[src/rtl/axil_arb_pkg.sv]
// Shared types and constants for the AXI4-Lite arbiters (write side today, read side later).
package axil_arb_pkg;

    typedef enum logic [1:0] {
        IDLE = 2'd0,
        ADDR = 2'd1,
        RESP = 2'd2
    } arb_state_t;

    localparam logic [1:0] RESP_OKAY   = 2'b00;
    localparam logic [1:0] RESP_SLVERR = 2'b10;
    localparam logic [1:0] RESP_DECERR = 2'b11;

    function automatic int idx_width(input int n);
        return (n > 1) ? $clog2(n) : 1;
    endfunction

endpackage

[src/rtl/axil_rr_grant.sv]
// Combinational rotating-priority encoder: first requester at or after prio_i, wrapping modulo N.
module axil_rr_grant #(
    parameter int N = 2,
    parameter int W = 1
) (
    input  logic [N-1:0] req_i,
    input  logic [W-1:0] prio_i,
    output logic [W-1:0] grant_o,
    output logic         valid_o
);

    logic [31:0] idx;

    always_comb begin
        grant_o = '0;
        valid_o = 1'b0;
        idx     = '0;
        for (int k = 0; k < N; k++) begin
            idx = 32'(prio_i) + 32'(unsigned'(k));
            if (idx >= 32'(unsigned'(N))) begin
                idx = idx - 32'(unsigned'(N));
            end
            if (!valid_o && req_i[idx[W-1:0]]) begin
                valid_o = 1'b1;
                grant_o = idx[W-1:0];
            end
        end
    end

endmodule

[src/rtl/axil_wr_arbiter.sv]
// Round-robin AXI4-Lite write arbiter, one AW+W+B transaction in flight.
// Define AXIL_WR_ARB_FIXED_PRIO_EN to pin priority to port 0 (lowest index always wins).
//
// state | meaning
// IDLE  | no grant; pick next requester from awvalid
// ADDR  | granted port's AW and W routed to master until both handshake
// RESP  | waiting for the B handshake, routed to the granted port only
module axil_wr_arbiter
    import axil_arb_pkg::*;
#(
    parameter int S_COUNT    = 2,
    parameter int ADDR_WIDTH = 32,
    parameter int DATA_WIDTH = 32,
    parameter int STRB_WIDTH = DATA_WIDTH / 8
) (
    input  logic                          clk,
    input  logic                          rst,
    input  logic [S_COUNT*ADDR_WIDTH-1:0] s_axil_awaddr,
    input  logic [S_COUNT*3-1:0]          s_axil_awprot,
    input  logic [S_COUNT-1:0]            s_axil_awvalid,
    output logic [S_COUNT-1:0]            s_axil_awready,
    input  logic [S_COUNT*DATA_WIDTH-1:0] s_axil_wdata,
    input  logic [S_COUNT*STRB_WIDTH-1:0] s_axil_wstrb,
    input  logic [S_COUNT-1:0]            s_axil_wvalid,
    output logic [S_COUNT-1:0]            s_axil_wready,
    output logic [S_COUNT*2-1:0]          s_axil_bresp,
    output logic [S_COUNT-1:0]            s_axil_bvalid,
    input  logic [S_COUNT-1:0]            s_axil_bready,
    output logic [ADDR_WIDTH-1:0]         m_axil_awaddr,
    output logic [2:0]                    m_axil_awprot,
    output logic                          m_axil_awvalid,
    input  logic                          m_axil_awready,
    output logic [DATA_WIDTH-1:0]         m_axil_wdata,
    output logic [STRB_WIDTH-1:0]         m_axil_wstrb,
    output logic                          m_axil_wvalid,
    input  logic                          m_axil_wready,
    input  logic [1:0]                    m_axil_bresp,
    input  logic                          m_axil_bvalid,
    output logic                          m_axil_bready
);

    localparam int IDX_W = idx_width(S_COUNT);

    arb_state_t       state_q;
    logic [IDX_W-1:0] grant_q;
    logic [IDX_W-1:0] prio_q;
    logic [IDX_W-1:0] prio_d;
    logic             aw_done_q;
    logic             w_done_q;

    logic [IDX_W-1:0] rr_grant;
    logic             rr_valid;
    logic             aw_hs;
    logic             w_hs;
    logic             b_hs;

    axil_rr_grant #(
        .N (S_COUNT),
        .W (IDX_W)
    ) u_rr_grant (
        .req_i   (s_axil_awvalid),
        .prio_i  (prio_q),
        .grant_o (rr_grant),
        .valid_o (rr_valid)
    );

`ifdef AXIL_WR_ARB_FIXED_PRIO_EN
    assign prio_d = '0;
`else
    assign prio_d = (grant_q == IDX_W'(S_COUNT - 1)) ? '0 : grant_q + 1'b1;
`endif

    assign aw_hs = m_axil_awvalid & m_axil_awready;
    assign w_hs  = m_axil_wvalid & m_axil_wready;
    assign b_hs  = m_axil_bvalid & m_axil_bready;

    always_ff @(posedge clk) begin
        if (rst) begin
            state_q   <= IDLE;
            grant_q   <= '0;
            prio_q    <= '0;
            aw_done_q <= 1'b0;
            w_done_q  <= 1'b0;
        end else begin
            case (state_q)
                IDLE: begin
                    if (rr_valid) begin
                        grant_q <= rr_grant;
                        state_q <= ADDR;
                    end
                end
                ADDR: begin
                    if (aw_hs) aw_done_q <= 1'b1;
                    if (w_hs)  w_done_q  <= 1'b1;
                    // AW and W may complete in either order or together
                    if ((aw_done_q || aw_hs) && (w_done_q || w_hs)) begin
                        state_q <= RESP;
                    end
                end
                RESP: begin
                    if (b_hs) begin
                        prio_q    <= prio_d;
                        aw_done_q <= 1'b0;
                        w_done_q  <= 1'b0;
                        state_q   <= IDLE;
                    end
                end
                default: state_q <= IDLE;
            endcase
        end
    end

    always_comb begin
        m_axil_awaddr  = '0;
        m_axil_awprot  = '0;
        m_axil_awvalid = 1'b0;
        m_axil_wdata   = '0;
        m_axil_wstrb   = '0;
        m_axil_wvalid  = 1'b0;
        m_axil_bready  = 1'b0;
        s_axil_awready = '0;
        s_axil_wready  = '0;
        s_axil_bvalid  = '0;
        s_axil_bresp   = '0;
        if (state_q == ADDR) begin
            m_axil_awaddr           = s_axil_awaddr[grant_q*ADDR_WIDTH +: ADDR_WIDTH];
            m_axil_awprot           = s_axil_awprot[grant_q*3 +: 3];
            m_axil_wdata            = s_axil_wdata[grant_q*DATA_WIDTH +: DATA_WIDTH];
            m_axil_wstrb            = s_axil_wstrb[grant_q*STRB_WIDTH +: STRB_WIDTH];
            m_axil_awvalid          = s_axil_awvalid[grant_q] & ~aw_done_q;
            m_axil_wvalid           = s_axil_wvalid[grant_q] & ~w_done_q;
            s_axil_awready[grant_q] = m_axil_awready & ~aw_done_q;
            s_axil_wready[grant_q]  = m_axil_wready & ~w_done_q;
        end
        if (state_q == RESP) begin
            m_axil_bready          = s_axil_bready[grant_q];
            s_axil_bvalid[grant_q] = m_axil_bvalid;
            s_axil_bresp           = {S_COUNT{m_axil_bresp}};
        end
    end

endmodule

[config.mk]
export PLATFORM = sky130hd
export DESIGN_NAME = axil_wr_arbiter
export DESIGN_NICKNAME = d
export VERILOG_FILES = /design/src/rtl/axil_arb_pkg.sv /design/src/rtl/axil_rr_grant.sv /design/src/rtl/axil_wr_arbiter.sv
export SDC_FILE = /design/constraint.sdc
export NUM_CORES = 1
export LEC_CHECK = 0
export ABC_AREA = 1
export ABC_CLOCK_PERIOD_IN_PS = 2900
export CORE_ASPECT_RATIO = 0.75
export CORE_MARGIN = 10
export CORE_UTILIZATION = 24
export CTS_CLUSTER_SIZE = 8
export DETAILED_ROUTE_END_ITERATION = 6
export GPL_TIMING_DRIVEN = 1
export PLACE_DENSITY_LB_ADDON = 0.12
export SLEW_MARGIN = 30
export SYNTH_ARGS = -nofsm -noshare
export SYNTH_HDL_FRONTEND = slang
export SYNTH_HIERARCHICAL = 1
export SYNTH_SLANG_ARGS = --single-unit
[constraint.sdc]
create_clock -name clk -period 2.9 [get_ports clk]
set_clock_uncertainty 0.2 [all_clocks]
set_input_delay 0.58 -clock clk [delete_from_list [all_inputs] [get_ports clk]]
set_output_delay 0.58 -clock clk [all_outputs]
set_load 0.005 [all_outputs]
Word level (Yosys, flattened, before mapping)
Cells that the tools add are included.
{"block": "word_totals", "register_bits": 6, "latchBits": 0, "ram_bits": 0, "rom_bits": 0, "in_bits": 155, "out_inout_bits": 84, "wordCells": 91, "mem_count": 0}
{"block": "op_classes", "add_sub_neg": 4, "n_mul": 1, "n_div": 0, "magnitude_cmp": 6, "n_eq_ne": 7, "shift": 4, "muxes": 39, "bitwise": 12, "reduce_logical": 13}
{"operator": "$shiftx 64x7->32", "count": 2}
{"operator": "$mux 32", "count": 2}
{"operator": "$mux 1", "count": 24}
{"operator": "$mux 2", "count": 6}
{"operator": "$ne 2x2->1 const B", "count": 5}
{"operator": "$reduce_and 3->1", "count": 3}
{"operator": "$mux 4", "count": 2}
{"operator": "$shiftx 8x4->4", "count": 1}
{"operator": "$and 1x1->1", "count": 7}
{"operator": "$and 2x2->2", "count": 3}
{"operator": "$lt 1x2->1 const B", "count": 3}
{"operator": "$pmux 2 s3", "count": 1}
{"operator": "$shiftx 6x4->3", "count": 1}
{"operator": "$pmux 1 s2", "count": 2}
{"operator": "$reduce_and 2->1", "count": 2}
{"operator": "$logic_and 1x1->1", "count": 3}
{"operator": "$mul 1x2->3 const B", "count": 1}
{"operator": "$mux 3", "count": 1}
{"operator": "$add 1x1->2 const B", "count": 1}
{"operator": "$eq 2x1->1 const B", "count": 1}
{"operator": "$eq 2x2->1 const B", "count": 1}
{"operator": "$ge 1x2->1 const B", "count": 1}
{"operator": "$ge 2x2->1 const B", "count": 1}
{"operator": "$logic_not 2->1", "count": 1}
{"operator": "other kinds (8)", "count": 11}

Depth between registers and ports, before layout
{"block": "logic_depth", "ltp_word": 10, "ltp_mapped": 8, "ltp_nobuf": 8}

Cells and area by module
Netlist, hierarchy kept.
{"mod": "axil_wr_arbiter", "n_inst": 1, "cells_each": 311, "area_per_inst_um2": 1443.9, "seq_area_each_um2": 120.1}
{"mod": "axil_rr_grant", "n_inst": 1, "cells_each": 4, "area_per_inst_um2": 18.8, "seq_area_each_um2": 0.0}

Worst setup path after synthesis
OpenSTA, ideal clock, no wires.
{"block": "synth_path", "path_type": "register to output", "start": "register state_q[1]", "end": "output port s_axil_bresp[2]", "arrival_ns": 0.951, "required_time_ns": 2.120, "slack_ns": 1.169, "path_stages_with_launch": 6, "n_path_buf": 1, "path_cell_list": "dfxtp_1 -> inv_1 -> nor2_1 -> inv_1 -> nor2_1 -> buf_4"}
{"block": "synth_between", "elab_chain_cells": 2}
{"item": "start, declared", "line": "axil_wr_arbiter.sv:44", "source": "arb_state_t state_q;"}
{"item": "start signal, assigned", "line": "axil_wr_arbiter.sv:79", "source": "state_q <= IDLE;"}
{"item": "start signal, assigned", "line": "axil_wr_arbiter.sv:89", "source": "state_q <= ADDR;"}
{"item": "start signal, assigned", "line": "axil_wr_arbiter.sv:97", "source": "state_q <= RESP;"}
{"item": "$eq 2x2->1", "line": "axil_wr_arbiter.sv:135", "source": "if (state_q == RESP) begin"}
{"item": "$mux 4", "line": "axil_wr_arbiter.sv:135"}
{"item": "end, declared", "line": "axil_wr_arbiter.sv:26", "source": "output logic [S_COUNT*2-1:0] s_axil_bresp,"}
Every way passes these cells.

Worst setup path after layout
{"block": "layout_path", "start": "input port m_axil_wready", "end": "output port s_axil_wready[1]"}
{"block": "layout_between", "elab_chain_cells": 3}
{"item": "start, declared", "line": "axil_wr_arbiter.sv:36", "source": "input logic m_axil_wready,"}
{"item": "$and 1x1->1", "line": "axil_wr_arbiter.sv:133", "source": "s_axil_wready[grant_q] = m_axil_wready & ~w_done_q;"}
{"item": "$and 2x2->2 (no line)"}
{"item": "$mux 2", "line": "axil_wr_arbiter.sv:125", "source": "if (state_q == ADDR) begin"}
{"item": "end, declared", "line": "axil_wr_arbiter.sv:25", "source": "output logic [S_COUNT-1:0] s_axil_wready,"}
Every way passes these cells.

==> metrics.md <==
| Metric | Value |
|---|---|
| H-tree Lvls | 1 |
| FF+latch count, synth | 6 |
| Final cell count without fillers | 614 |
| Max-cap viol count | 0 |
| Startpoint types | primary input |
| Post-CTS sizing | 0 |
| Die area | roughly 9600 sq um |
| Arr. time, crit path | 1.90 ns |
| TritonRoute pass-1 iters | 4 |
| Power Density | 251 nW/um^2 |
| First-pass GRT wire length | approximately 15000 um |
| Cell accounting for the most synthesized area | nand2_1 |
| HPWL after DPL | 8730 um |
| Clk slew on worst S/H paths | 0.04 ns |
| N_diodes | 0 |
| Ys Warns | 6 |
| Fin. max-slew vios | 0 |
| CTS tree | yes |
| CTS Buffer Depth | 2 |
| Synth top cells by count | 161 x nand2_1, 77 x a21oi_1, 16 x inv_1 |
| Worst Setup End Kind | output pin |
| Fmax | 374 MHz |
| Placed insts | about 610 |
| Worst path required time | ~2.1 ns |
| Final hold vios | 0 |
| Crit path max fanout | 2 |
| Syn_nets | 470 |
| Die width | 110 um |
| Cell with the most instances after synthesis | nand2_1 |
| DR iter-0 viols | ~130 |
| CTS Sinks | 6 |
| CP bufs+invs | 4 |
| GP Congestion | 0.826 |
| Hold depth | 2 |
| Peak supply drop | 0.000208 V |
| # IOs | 239 |
| Post-Route WL | 10300 um |
| Critical Path Max Stage Delay | 0.51 ns |
| Setup CP Type | primary input to output pin |
| Outcome | finished clean |
| Final Cycle Share | 92.3% |
| Async set-reset flop share out of synthesis | 0% |
| Setup TNS | 0 ns |
| Sequential cell area fraction in the yosys report | about 8.2% |
| EDFF count, synth | 0 |
| Top_reg_cell synth | dfxtp_1 |
| Tmin final | 2.68 ns |
| Clk_lat worst skew | 0.22 ns |
| Syn-to-layout area delta | 168% |
| Hold Crit Endpoint | prio_q |
| Share of cells above drive strength 1 | 2.61% |
| Worst Hold Class | flip-flop to flip-flop |
| # hold bufs at CTS | 0 |
| Grt ovf | 0 |
| Post-CTS setup buffers | 0 |
| Final hold slack | 0.336 ns |
| Synth cell types | 19 |
| Top cell type's share of synthesized area | 41.3% |
| Reg2Reg Launch Point | grant_q |
| CP delay by family, top | buffers and inverters |
| Initial core utilization | roughly a quarter |
| Slowest cell on the critical path | clkdlybuf4s50_1 |
| Initial antenna violation count | 0 |
| Pin count of the biggest net entering global routing | 46 |
| Clk root buf | clkbuf_8 |
| Std-Cell Rows | 24 |
| Via/cell ratio | 4.50 |
| R2R Setup Slk | 1.27 ns |
| CORE AREA | 5860 sq um |
| RSZ-0062 raised after global routing | no |
| Reg2reg end | state_q[0] |
| Vias in the first global route | about 2700 |
| Synthesized area | 1460 sq um |
| Post-synthesis cell count | 315 |
| R2R cell count | 8 |
| Vias | 2764 |
| Drt wl/cell | 16.8 um |
| Post-DRT Antenna Nets | 0 |
| Nets@finish | 693 |
| Hold Path Origin | prio_q |
| Syn Area/Cell | between 4 and 5 sq um |
| IO Port Bufs | between 200 and 250 |
| TritonCTS Buffers | 3 |
| Filler cell count | 528 |
| LEAKAGE | 1.61 nW |
| Synth top area cells | nand2_1 41%, a21oi_1 26%, dfxtp_1 8.2% |
| # setup viols final | 0 |
| Die Y | between 80 and 90 um |
| Power, Total | 0.982 mW |
| Slew @ Worst Pin | around 0.41 ns |
| Critical-path cell list | clkdlybuf4s50_1 -> inv_1 -> nor2_1 -> inv_1 -> nor2_1 -> clkdlybuf4s50_1 |
| Total track usage | 19.3% |
| Slew margin rel. | between 70 and 80% |
| Drt drc | 0 |
-- logic make-up after synthesis --
family / share of synthesized area [%]
buf+inv: 14.5
compound gates: 28.2
simple gates: 49.0
flops: 8.21
-- worst max path at each step --
stage                      start               end  slack, ns  cells after the start
5_1_grt            m_axil_wready  s_axil_wready[1]       0.13                      6
6_report           m_axil_wready  s_axil_wready[1]       0.22                      6
3_3_place_gp       m_axil_wready  s_axil_wready[1]       0.19                      6
2_1_floorplan         state_q[1]   s_axil_bresp[2]       1.17                      5
4_1_cts        s_axil_awvalid[1]    m_axil_awvalid       0.21                      6
3_5_place_dp   s_axil_awvalid[1]    m_axil_awvalid       0.22                      6
-- metrics by stage --
stage	util (%)	setup WS (ns)	area, sq um
finish	66.9	0.223	3920
global route	66.9	0.126	3920
CTS	66.9	0.206	3920
detailed placement	66.2	0.219	3880
global placement	66.2	0.195	3880
floorplan	-	1.17	1460
-- power by group --
group / internal [mW] / leakage [nW] / switching (mW)
clock: 0.0891 / 0.0216 / 0.0357
sequential: 0.0905 / 0.0495 / 0.00532
combinational: 0.454 / 1.54 / 0.307
-- layout by cell type (no fill, tap or decap) --
cell type and instances:
nand3_2 1, dfxtp_1 5, nand2_1 161, nor3_1 3, o21ai_1 1, nor2_1 12, clkdlybuf4s50_1 238, or2_1 1
buf_12 3, inv_2 1, a211oi_1 1, inv_1 16, buf_4 3, dfxtp_2 1, nand3b_1 1, clkbuf_8 3
a21oi_1 77, nand2_2 2, nand4_1 1, o21ai_0 3, nand3_1 2
-- area by class of cell --
cell class                      instances  area, sq um  share of cell area (%)
Timing Repair Buffer                  244         2460                    62.9
Multi-Input combinational cell        266         1130                    28.8
Sequential cell                         6          121                    3.10
Tap cell                               78         97.6                    2.49
Inverter                               17         63.8                    1.63
Clock buffer                            3         41.3                    1.05
-- per-layer routing --
metal | GRT usage (%) | share of wire [%] | wire length, um | vias up
met5 | 0 | 0 | 0 | -
met4 | 4.89 | 2.1 | 214 | 0
met1 | 20.9 | 37 | 3850 | 1174
li1 | - | - | - | 1441
met2 | 35.5 | 50 | 5180 | 133
met3 | 6.02 | 10 | 1070 | 16
-- state kept, by name, summed over array words and instances, names as in the netlist --
register and cells:
state_q 2, aw_done_q 1, w_done_q 1, prio_q 1, grant_q 1
-- tightest hold or removal path: stages (launching register included) --
cell and delay, ns:
dfxtp_1 0.30, o21ai_0 0.15, a21oi_1 0.04
No activity file was read; power rests on OpenSTA's default activity.
